**src/rtl/noc_if.sv**
```systemverilog
// noc_if: credit-based flit link between a transmitter and a receiver.
//   valid  [VC_W]  one bit per virtual channel, flit present this cycle
//   data   [F_W]   flit shared by all VCs
//   credit [VC_W]  one-cycle credit return pulses, receiver -> transmitter
// Modports: transmitter/receiver, with master/slave as aliases.
interface noc_if #(
  parameter int unsigned VC_W = 2,
  parameter int unsigned F_W  = 11
);
  logic [VC_W-1:0] valid;
  logic [F_W-1:0]  data;
  logic [VC_W-1:0] credit;

  modport transmitter (output valid, output data, input  credit);
  modport receiver    (input  valid, input  data, output credit);
  modport master      (output valid, output data, input  credit);
  modport slave       (input  valid, input  data, output credit);
endinterface

```
**src/rtl/pi_client_endpoint.sv**
```systemverilog
// pi_client_endpoint: attaches one client to a pi_switch tree port.
//   clk, rst_n          clock, asynchronous active-low reset
//   to_rx   (tx side)   flits toward the switch, one credit counter per VC
//   from_tx (rx side)   flits from the switch into per-VC FIFOs, credits returned
//   inj_v/inj_d/inj_vc/inj_rdy   client injection stream
//   ej_v/ej_d/ej_vc/ej_rdy       client ejection stream (registered outputs)
//   err                 sticky: credit overflow, FIFO overflow, wrong destination
// Flit layout: {addr[A_W-1:0], payload[D_W-1:0], flag}.
// Optional macro PI_CLIENT_ENDPOINT_STATS_EN adds inj_cnt/ej_cnt/stall_cnt.
module pi_client_endpoint #(
  parameter int unsigned N             = 4,
  parameter int unsigned A_W           = 2,
  parameter int unsigned D_W           = 8,
  parameter int unsigned VC_W          = 2,
  parameter int unsigned VC_FIFO_DEPTH = 4,
  parameter int unsigned CLIENT_ID     = 0,
  localparam int unsigned F_W   = A_W + D_W + 1,
  localparam int unsigned VCI_W = (VC_W > 1) ? $clog2(VC_W) : 1
) (
  input  logic             clk,
  input  logic             rst_n,
  noc_if.transmitter       to_rx,
  noc_if.receiver          from_tx,
  input  logic             inj_v,
  input  logic [F_W-1:0]   inj_d,
  input  logic [VCI_W-1:0] inj_vc,
  output logic             inj_rdy,
  output logic             ej_v,
  output logic [F_W-1:0]   ej_d,
  output logic [VCI_W-1:0] ej_vc,
  input  logic             ej_rdy,
  output logic             err
`ifdef PI_CLIENT_ENDPOINT_STATS_EN
  ,
  output logic [31:0]      inj_cnt,
  output logic [31:0]      ej_cnt,
  output logic [31:0]      stall_cnt
`endif
);
  localparam int unsigned USE  = VC_FIFO_DEPTH - 1;
  localparam int unsigned CW   = (VC_FIFO_DEPTH > 2) ? $clog2(VC_FIFO_DEPTH) : 1;
  localparam int unsigned PW   = (USE > 1) ? $clog2(USE) : 1;
  localparam int unsigned CNTW = $clog2(USE + 1);
  localparam logic [CW-1:0]   CR_MAX  = CW'(USE);
  // Ids outside 0..N-1 fold into the address range.
  localparam logic [A_W-1:0]  MY_ADDR = A_W'(CLIENT_ID % N);

  function automatic logic [VCI_W-1:0] nxt_vc(input logic [VCI_W-1:0] v);
    return VCI_W'((32'(v) + 1) % VC_W);
  endfunction

  function automatic logic [PW-1:0] nxt_ptr(input logic [PW-1:0] p);
    return (32'(p) == USE - 1) ? '0 : p + 1'b1;
  endfunction

  // ---------------- injection ----------------
  logic            live;
  logic [CW-1:0]   credits [VC_W];
  logic [VC_W-1:0] send;
  logic            cr_ovf;

  always_comb begin
    inj_rdy = live && (credits[inj_vc] != '0);
    send    = '0;
    if (inj_v && inj_rdy) send[inj_vc] = 1'b1;
    cr_ovf = 1'b0;
    for (int unsigned v = 0; v < VC_W; v++)
      if (to_rx.credit[v] && !send[v] && credits[v] == CR_MAX) cr_ovf = 1'b1;
  end

  always_ff @(posedge clk or negedge rst_n) begin
    if (!rst_n) begin
      live        <= 1'b0;
      to_rx.valid <= '0;
      to_rx.data  <= '0;
      for (int unsigned v = 0; v < VC_W; v++) credits[v] <= CR_MAX;
    end else begin
      live        <= 1'b1;
      to_rx.valid <= send;
      if (|send) to_rx.data <= inj_d;
      for (int unsigned v = 0; v < VC_W; v++) begin
        if (send[v] && !to_rx.credit[v])
          credits[v] <= credits[v] - 1'b1;
        else if (!send[v] && to_rx.credit[v] && credits[v] != CR_MAX)
          credits[v] <= credits[v] + 1'b1;
      end
    end
  end

  // ---------------- ejection ----------------
  logic [F_W-1:0]   mem    [VC_W][USE];
  logic [PW-1:0]    rd_ptr [VC_W];
  logic [PW-1:0]    wr_ptr [VC_W];
  logic [CNTW-1:0]  cnt    [VC_W];
  logic [F_W-1:0]   cand_d [VC_W];
  logic [VC_W-1:0]  pop, wr_en, cand;
  logic [VCI_W-1:0] rr, start, win, idx;
  logic [CNTW-1:0]  eff;
  logic [PW-1:0]    head;
  logic             found, load, drop, dest_err;

  // The output register always holds a copy of the head of FIFO ej_vc; the
  // entry is popped only when the client takes it. On that pop the register
  // is refilled from the post-pop view, where an arriving flit into an empty
  // FIFO is visible in the same cycle it is written.
  always_comb begin
    pop = '0;
    if (ej_v && ej_rdy) pop[ej_vc] = 1'b1;
    load  = !ej_v || ej_rdy;
    start = (|pop) ? nxt_vc(ej_vc) : rr;
    wr_en = '0;
    cand  = '0;
    eff   = '0;
    head  = '0;
    for (int unsigned v = 0; v < VC_W; v++) begin
      wr_en[v]  = from_tx.valid[v] && (cnt[v] != CNTW'(USE) || pop[v]);
      eff       = cnt[v] - CNTW'(pop[v]);
      head      = pop[v] ? nxt_ptr(rd_ptr[v]) : rd_ptr[v];
      cand[v]   = (eff != '0) || wr_en[v];
      cand_d[v] = (eff != '0) ? mem[v][head] : from_tx.data;
    end
    drop     = |(from_tx.valid & ~wr_en);
    dest_err = (|from_tx.valid) && (from_tx.data[F_W-1 -: A_W] != MY_ADDR);
    found = 1'b0;
    win   = start;
    idx   = '0;
    for (int unsigned i = 0; i < VC_W; i++) begin
      idx = VCI_W'((32'(start) + i) % VC_W);
      if (!found && cand[idx]) begin
        found = 1'b1;
        win   = idx;
      end
    end
  end

  always_ff @(posedge clk) begin
    for (int unsigned v = 0; v < VC_W; v++)
      if (wr_en[v]) mem[v][wr_ptr[v]] <= from_tx.data;
  end

  always_ff @(posedge clk or negedge rst_n) begin
    if (!rst_n) begin
      for (int unsigned v = 0; v < VC_W; v++) begin
        rd_ptr[v] <= '0;
        wr_ptr[v] <= '0;
        cnt[v]    <= '0;
      end
      from_tx.credit <= '0;
      rr    <= '0;
      ej_v  <= 1'b0;
      ej_d  <= '0;
      ej_vc <= '0;
      err   <= 1'b0;
    end else begin
      for (int unsigned v = 0; v < VC_W; v++) begin
        if (wr_en[v]) wr_ptr[v] <= nxt_ptr(wr_ptr[v]);
        if (pop[v])   rd_ptr[v] <= nxt_ptr(rd_ptr[v]);
        cnt[v] <= cnt[v] + CNTW'(wr_en[v]) - CNTW'(pop[v]);
      end
      from_tx.credit <= pop;
      if (|pop) rr <= nxt_vc(ej_vc);
      if (load) begin
        ej_v <= found;
        if (found) begin
          ej_d  <= cand_d[win];
          ej_vc <= win;
        end
      end
      err <= err | cr_ovf | drop | dest_err;
    end
  end

`ifdef PI_CLIENT_ENDPOINT_STATS_EN
  always_ff @(posedge clk or negedge rst_n) begin
    if (!rst_n) begin
      inj_cnt   <= '0;
      ej_cnt    <= '0;
      stall_cnt <= '0;
    end else begin
      if (inj_v && inj_rdy)  inj_cnt   <= inj_cnt + 1'b1;
      if (ej_v && ej_rdy)    ej_cnt    <= ej_cnt + 1'b1;
      if (inj_v && !inj_rdy) stall_cnt <= stall_cnt + 1'b1;
    end
  end
`endif
endmodule

```
**src/flat_wrapper.sv**
```systemverilog
// flat-port wrapper written by rule: the top's interface ports become plain ports
module pi_client_endpoint_flat 
#(
  parameter int unsigned N             = 4,
  parameter int unsigned A_W           = 2,
  parameter int unsigned D_W           = 8,
  parameter int unsigned VC_W          = 2,
  parameter int unsigned VC_FIFO_DEPTH = 4,
  parameter int unsigned CLIENT_ID     = 0,
  localparam int unsigned F_W   = A_W + D_W + 1,
  localparam int unsigned VCI_W = (VC_W > 1) ? $clog2(VC_W) : 1
)
  (clk, rst_n, inj_v, inj_d, inj_vc, inj_rdy, ej_v, ej_d, ej_vc, ej_rdy, err, to_rx_valid, to_rx_data, to_rx_credit, from_tx_valid, from_tx_data, from_tx_credit);
  noc_if #(.VC_W(VC_W), .F_W(((2) + (8) + 1))) to_rx_i ();
  noc_if #(.VC_W(VC_W), .F_W(((2) + (8) + 1))) from_tx_i ();
  input  logic clk;
  input  logic rst_n;
  input  logic inj_v;
  input  logic [F_W-1:0] inj_d;
  input  logic [VCI_W-1:0] inj_vc;
  output logic inj_rdy;
  output logic ej_v;
  output logic [F_W-1:0] ej_d;
  output logic [VCI_W-1:0] ej_vc;
  input  logic ej_rdy;
  output logic err;
  output wire logic [$bits(to_rx_i.valid)-1:0] to_rx_valid;
  output wire logic [$bits(to_rx_i.data)-1:0] to_rx_data;
  input wire logic [$bits(to_rx_i.credit)-1:0] to_rx_credit;
  input wire logic [$bits(from_tx_i.valid)-1:0] from_tx_valid;
  input wire logic [$bits(from_tx_i.data)-1:0] from_tx_data;
  output wire logic [$bits(from_tx_i.credit)-1:0] from_tx_credit;
  assign to_rx_valid = to_rx_i.valid;
  assign to_rx_data = to_rx_i.data;
  assign to_rx_i.credit = to_rx_credit;
  assign from_tx_i.valid = from_tx_valid;
  assign from_tx_i.data = from_tx_data;
  assign from_tx_credit = from_tx_i.credit;
  pi_client_endpoint #(.N(N), .A_W(A_W), .D_W(D_W), .VC_W(VC_W), .VC_FIFO_DEPTH(VC_FIFO_DEPTH), .CLIENT_ID(CLIENT_ID)) u_core (.clk(clk), .rst_n(rst_n), .to_rx(to_rx_i), .from_tx(from_tx_i), .inj_v(inj_v), .inj_d(inj_d), .inj_vc(inj_vc), .inj_rdy(inj_rdy), .ej_v(ej_v), .ej_d(ej_d), .ej_vc(ej_vc), .ej_rdy(ej_rdy), .err(err));
endmodule
```
**config.mk**
```make
export PLATFORM = sky130hd
export DESIGN_NAME = pi_client_endpoint_flat
export DESIGN_NICKNAME = d
export VERILOG_FILES = /design/src/rtl/noc_if.sv /design/src/rtl/pi_client_endpoint.sv /design/src/flat_wrapper.sv
export SDC_FILE = /design/constraint.sdc
export NUM_CORES = 1
export LEC_CHECK = 0
export ABC_AREA = 1
export CORE_MARGIN = 2
export CORE_UTILIZATION = 29
export DETAILED_ROUTE_END_ITERATION = 16
export SLEW_MARGIN = 20
export SYNTH_ARGS = -nofsm -noshare
export SYNTH_HDL_FRONTEND = slang
export SYNTH_SLANG_ARGS = --single-unit
export TNS_END_PERCENT = 10
```
**constraint.sdc**
```tcl
create_clock -name clk -period 2.5 [get_ports clk]
set_clock_uncertainty 0.1 [all_clocks]
set_input_delay 0.625 -clock clk [delete_from_list [all_inputs] [get_ports clk]]
set_output_delay 0.625 -clock clk [all_outputs]
set_load 0.03 [all_outputs]
```
==> flow_metrics.py, run 1 <==
metrics = {
    "critical_path": {
        "path_cells": "clkdlybuf4s50_1",
        "cp_slowest_cell": "clkdlybuf4s50_1",
        "crit_family": "buffers and inverters",
        "worstPathArrival_ps": 1630,
        "cp.required_ps": 1770,
        "cpPeakStageDelay_ps": 750,
        "endpoint_kind": "primary output",
        "timing.setup.critical_path_class": "flip-flop to primary output",
        "critPathBufInv": 1,
        "cp_max_fo": 5,
        "cp-start-kind": "flip-flop",
    },
    "power_and_ir_drop": {
        "clkPwrFrac": 0.248,
        "p_sw_uw": 3670,
        "p_sw_frac": 0.391,
        "leakage_uw": 0.00331,
        "worst_ir_drop_vdd_v": 0.000635,
        "pwr-share-seq": 0.300,
        "comb_power_share": 0.453,
        "power_density_mw_per_mm2": 1320,
        "power_report.internal_total_uw": 5710,
    },
    "floorplan": {
        "core.rowCount": 49,
        "fp.coreArea_mm2": 0.0181,
        "die-height_um": 140,
        "die_w_um": 140,
        "floorplan.die_area_mm2": 0.0197,
        "initial_utilization": 0.298,
        "io-pin-count": 61,
    },
    "synth": {
        "synth.ff_latch_count": 113,
        "leading_cell_types_by_total_area_after_synthesis": "edfxtp_1 37%, dfrtp_1 20%, nand2_1 14%, nor2_1 5.8%, inv_1 4.7%",
        "post_synth.cell_area_avg_um2": 8.93,
        "synth_cell_type_count": 34,
        "ys.warnings.count": 0,
        "syn_nets": 638,
        "netlist_top_cells_count": "203 x nand2_1, 83 x nor2_1, 68 x inv_1",
        "synth_area_mm2": 0.00538,
        "portion_of_synthesized_cell_area_occupied_by_the_leading_cell_type": 0.368,
        "async_reset_ff_frac": 0.416,
        "synth_seq_area_share": 0.588,
        "synth_enable_flop_cells": 66,
        "synthDominantAreaCellType": "edfxtp_1",
        "synth_cells": 603,
        "synth_ff_type": "edfxtp_1",
        "dominant_cell_by_count_in_the_synthesized_netlist": "nand2_1",
    },
    "placement": {
        "final_weighted_congestion_in_routability_driven_placement": 0.790,
        "dp_hpwl_um": 8420,
        "placement.cell_area_mm2": 0.00650,
        "portBuffers": 60,
        "numPlacedInstances": 912,
    },
    "sta": {
        "setup_repair_after_global_routing_missed_its_margin": "no",
        "tightest_slew_margin_relative_to_the_limit": 0.651,
        "final-max-slew-violation-count": 0,
        "timing_worst_slew_pin_value_ps": 524,
        "fmax_mhz": 425,
        "final_period_minus_worst_setup_slack_ps": 2350,
        "final_setup_violating_endpoints": 0,
        "final.setup.tns_ps": 0,
        "min_period_over_period": 0.941,
        "final-hold-violation-count": 0,
    },
    "detailed_routing": {
        "detailroute.via_count": 4013,
        "drc_errors": 0,
        "routedWlPerCell_um": 12.2,
        "drt_first_iter_violations": 214,
        "drt_wl_total_um": 11500,
        "drt_first_pass_iters": 4,
        "drt.antenna.violating_nets": 0,
        "route.detailed.vias_per_inst": 4.25,
    },
    "run_status": {
        "status": "complete, no violations",
    },
    "clock_network": {
        "cts_hold_repair.buffers": 0,
        "cts.sink_count": 113,
        "cts.root.buffer_cell": "clkbuf_16",
        "cts_htree_levels": 4,
        "worst_skew_pair.late_latency_ps": 400,
        "cts_tree": "done",
        "clk_pin_slew_ps": 50,
        "clockBufferDepth": 2,
        "cts.repair_timing.setup_buffer_count": 0,
        "clock_buffers_created_by_tritoncts": 17,
    },
    "cells_and_area": {
        "relative_area_change_from_synthesis_to_final_layout_pct": 31.6,
        "register_area_mm2": 0.00316,
        "fin_util": 0.392,
        "multi_input_comb_area_mm2": 0.00180,
        "nNetsFinal": 737,
        "num_antenna_cells": 0,
        "finish.instance_area_mm2": 0.00708,
        "layout.filler_cells": 1769,
        "final_layout_size_suffix_gt1_frac": 0.148,
        "layoutNonFillerInstCount": 944,
    },
    "global_routing": {
        "grt_antenna_before_repair": 0,
        "track_usage": 0.124,
        "grt_max_degree": 28,
        "grt.overflow.total": 0,
        "global_route_wire_length_before_repair_um": 18900,
        "grt_pass1_vias": 3790,
    },
    "worst_hold_path": {
        "hp-class": "primary input to asynchronous set/reset pin",
    },
    "run": {
        "max_cap_viol": 0,
    },
}
## sequential cells by signal (all words and copies together), names as in the netlist, 2 cells and up
register               cells
u_core.mem                66
u_core.to_rx.valid         2
u_core.rd_ptr              4
u_core.from_tx.credit      2
u_core.wr_ptr              4
u_core.credits             4
u_core.ej_d               11
u_core.to_rx.data         11
u_core.cnt                 4
## layer usage
layer	vias up	GRT usage	part of all wire
met2	67	0.211	0.50
met5	-	0	0
met3	18	0.0308	0.044
met4	0	0.0521	0.017
met1	1826	0.150	0.44
li1	2102	-	-
## power by group through the flow
stage	sequential, uW	combinational (uW)	clock [uW]
3_5_place_dp	2840	4290	0
4_1_cts	2810	4310	2370
3_3_place_gp	2840	4240	0
2_1_floorplan	3110	2590	0
5_1_grt	2860	4800	2470
6_report	2810	4240	2320
## final timing paths
| kind | startpoint | end | slack [ps] | cells after the start |
|---|---|---|---|---|
| setup / recovery | u_core.ej_v$_DFFE_PN0P_ | ej_v | 150 | 1 |
| hold / removal | rst_n | u_core.to_rx.data[4]$_DFFE_PN0P_ | 90 | 1 |
| setup reg to reg | u_core.ej_v$_DFFE_PN0P_ | u_core.ej_d[10]$_DFFE_PN0P_ | 380 | 15 |
| hold reg to reg | u_core.to_rx.data[4]$_DFFE_PN0P_ | u_core.to_rx.data[4]$_DFFE_PN0P_ | 380 | 2 |
| max in group asynchronous | rst_n | u_core.credits[3]$_DFFE_PN1P_ | 1600 | 2 |
| min in group clk | u_core.to_rx.data[4]$_DFFE_PN0P_ | u_core.to_rx.data[4]$_DFFE_PN0P_ | 380 | 2 |
## per-stage QoR
stage	setup slack (ps)	total power [uW]	hold slack [ps]
floorplan	183	5700	229
global placement	-347	7080	362
detailed placement	-406	7130	364
CTS	21.2	9490	97.7
global route	49.5	10100	112
finish	149	9380	90.8
## cells by family after synthesis
group,Yosys count,synth area share
xor+xnor,3,0.00488
fa+ha+maj,4,0.00930
buf+inv,93,0.0788
other cells,1,0.000697
flops,113,0.588
compound gates,38,0.0430
simple gates,351,0.276
## timing repair
item / 4_1_cts / 5_1_grt
resized for setup: 0 / 1
endpoints found under the setup margin: 0 / 12
endpoints found under the hold margin: 0 / 0
## layout by cell type, fill, tap and decap left out, drive strengths merged
| cell type | count |
|---|---|
| a21boi | 1 |
| a21o | 2 |
| a21oi | 12 |
| buf | 45 |
| bufinv | 1 |
| clkbuf | 19 |
| clkdlybuf4s50 | 57 |
| clkinv | 6 |
| clkinvlp | 3 |
| conb | 1 |
| dfrtp | 43 |
| dfstp | 4 |
| dlymetal6s2s | 1 |
| edfxtp | 66 |
| ha | 4 |
| inv | 73 |
| nand2 | 212 |
| nand3 | 42 |
| nand4 | 2 |
| nor2 | 90 |
| nor3 | 4 |
| nor4 | 1 |
| o211ai | 1 |
| o21ai | 19 |
| o21bai | 2 |
| o22ai | 1 |
| xnor2 | 2 |
| xor2 | 1 |
## cell type report
| type | count | area share |
|---|---|---|
| multi-input cells | 397 | 0.253 |
| repair buffers | 103 | 0.140 |
| clock buffers | 19 | 0.0639 |
| clock inverters | 13 | 0.0184 |
| inverters | 70 | 0.0371 |
| flip-flops and latches | 113 | 0.446 |
| well taps | 229 | 0.0404 |
Power figures use the tool's default switching activity.
==> run 2: changes to the inputs <==
--- a/config.mk
+++ b/config.mk
@@ -8,6 +8,7 @@
 export ABC_AREA = 1
 export CORE_MARGIN = 2
 export CORE_UTILIZATION = 29
+export CTS_CLUSTER_DIAMETER = 150
 export DETAILED_ROUTE_END_ITERATION = 16
 export SLEW_MARGIN = 20
 export SYNTH_ARGS = -nofsm -noshare
==> constraint.sdc (replaced) <==
create_clock -name clk -period 2.3 [get_ports clk]
set_clock_uncertainty 0.1 [all_clocks]
set_input_delay 0.575 -clock clk [delete_from_list [all_inputs] [get_ports clk]]
set_output_delay 0.575 -clock clk [all_outputs]
set_load 0.03 [all_outputs]
==> flow_metrics.py, run 2 (synthesized netlist as in run 1, its figures left out) <==
metrics = {
    "floorplan": {
        "io-pin-count": 61,
        "die_w_um": 140,
        "initial_utilization": 0.298,
        "die-height_um": 140,
        "core.rowCount": 49,
        "fp.coreArea_mm2": 0.0181,
        "floorplan.die_area_mm2": 0.0197,
    },
    "clock_network": {
        "cts_hold_repair.buffers": 0,
        "cts.sink_count": 113,
        "clockBufferDepth": 2,
        "cts_tree": "done",
        "cts_htree_levels": 4,
        "clock_buffers_created_by_tritoncts": 17,
        "cts.repair_timing.setup_buffer_count": 0,
        "cts.root.buffer_cell": "clkbuf_16",
        "worst_skew_pair.late_latency_ps": 410,
        "clk_pin_slew_ps": 50,
    },
    "sta": {
        "tightest_slew_margin_relative_to_the_limit": 0.620,
        "post-route-worst-setup-slack_ps": 114,
        "final.setup.tns_ps": 0,
        "final_setup_violating_endpoints": 0,
        "final-max-slew-violation-count": 0,
        "min_period_over_period": 0.951,
        "setup_repair_after_global_routing_missed_its_margin": "yes",
        "timing_worst_slew_pin_value_ps": 570,
        "final_period_minus_worst_setup_slack_ps": 2190,
        "fmax_mhz": 457,
        "final-hold-violation-count": 0,
    },
    "detailed_routing": {
        "top_signal_layer_used": "met4",
        "drt.antenna.violating_nets": 0,
        "drt_wl_total_um": 11900,
        "detailroute.via_count": 3993,
        "routedWlPerCell_um": 12.6,
        "drt_first_pass_iters": 5,
        "wl_met1_um": 5460,
        "drt_first_iter_violations": 240,
        "route.detailed.vias_per_inst": 4.21,
        "routed-wl-met2_um": 5910,
        "met3RoutedLength_um": 328,
        "drc_errors": 0,
    },
    "critical_path": {
        "cp_max_fo": 2,
        "crit_family": "buffers and inverters",
        "path_cells": "clkdlybuf4s50_1",
        "cpPeakStageDelay_ps": 700,
        "cp-start-kind": "flip-flop",
        "cp_slowest_cell": "clkdlybuf4s50_1",
        "worstPathArrival_ps": 1510,
        "critPathBufInv": 1,
        "timing.setup.critical_path_class": "flip-flop to primary output",
        "cp.required_ps": 1620,
        "endpoint_kind": "primary output",
    },
    "run_status": {
        "status": "complete, no violations",
    },
    "placement": {
        "final_weighted_congestion_in_routability_driven_placement": 0.784,
        "dp_slack_ps": -616,
        "portBuffers": 60,
        "dp_hpwl_um": 8560,
        "numPlacedInstances": 917,
    },
    "cells_and_area": {
        "num_antenna_cells": 0,
        "nNetsFinal": 742,
        "fin_util": 0.397,
        "layout.cells.most_common": "nand2_1",
        "largest_reg_flops": 66,
        "most_used_cells_in_the_layout_excluding_fill_and_tap_cells": "203 x nand2_1, 80 x nor2_1, 68 x inv_1",
        "final_layout_size_suffix_gt1_frac": 0.160,
        "layoutNonFillerInstCount": 949,
        "relative_area_change_from_synthesis_to_final_layout_pct": 33.5,
    },
    "global_routing": {
        "track_usage": 0.129,
        "grt_max_degree": 26,
        "global_route_wire_length_before_repair_um": 19700,
        "grt_antenna_before_repair": 0,
        "grt.overflow.total": 0,
        "grt_pass1_vias": 3767,
    },
    "power_and_ir_drop": {
        "power_density_mw_per_mm2": 1450,
        "leakage_uw": 0.00334,
        "worst_ir_drop_vdd_v": 0.000868,
        "fin_total_pwr_uw": 10400,
    },
    "worst_hold_path": {
        "hp-class": "primary input to asynchronous set/reset pin",
    },
    "run": {
        "max_cap_viol": 0,
    },
}
run 2: through the flow:
stage | area [um2] | hold slack (ps)
3_5_place_dp | 6580 | 364
4_1_cts | 7170 | 80.4
2_1_floorplan | 5390 | 179
5_1_grt | 7180 | 99.0
3_3_place_gp | 6580 | 362
6_report | 7180 | 57.1
run 2: area by class of cell:
class                           instances  area, um2
Sequential cell                       113       3160
Tap cell                              229        287
Timing Repair Buffer                  108       1060
Clock buffer                           19        443
Inverter                               70        263
Multi-Input combinational cell        397       1810
Fill cell                            1741      10900
Clock inverter                         13        153
run 2: power by group:
group	total (uW)	switching, uW	internal [uW]
Clock	2610	973	1640
Combinational	4780	2830	1950
Sequential	3050	278	2770
Total	10400	4080	6360
run 2: routing by layer:
layer  track usage  up-vias
li1              -     2112
met1         0.161     1810
met2         0.216       56
met3        0.0243       15
met4        0.0617        0
met5             0        -
run 2: worst paths after layout:
kind	start	endpoint	slack, ps	cells after the start
worst max-delay path	u_core.ej_d[9]$_DFFE_PN0P_	ej_d[9]	110	1
worst min-delay path	rst_n	u_core.to_rx.data[5]$_DFFE_PN0P_	60	1
worst max register to register	u_core.ej_vc$_DFFE_PN0P_	u_core.ej_d[2]$_DFFE_PN0P_	140	14
worst min register to register	u_core.to_rx.data[5]$_DFFE_PN0P_	u_core.to_rx.data[5]$_DFFE_PN0P_	380	2
max in group asynchronous	rst_n	u_core.credits[3]$_DFFE_PN1P_	1430	2
min in group clk	u_core.to_rx.data[5]$_DFFE_PN0P_	u_core.to_rx.data[5]$_DFFE_PN0P_	380	2
run 2: timing repair:
| action | 4_1_cts | 5_1_grt |
|---|---|---|
| pin swaps | 0 | 0 |
| endpoints found under the setup margin | 15 | 12 |
| gates resized for setup | 4 | 4 |
==> run 3: changes to the inputs <==
--- a/config.mk
+++ b/config.mk
@@ -6,6 +6,7 @@
 export NUM_CORES = 1
 export LEC_CHECK = 0
 export ABC_AREA = 1
+export CAP_MARGIN = 20
 export CORE_MARGIN = 2
 export CORE_UTILIZATION = 29
 export CTS_CLUSTER_DIAMETER = 150
==> results of run 3 <==
Same layout as run 2: the final DEF is identical, and so are final timing and power.
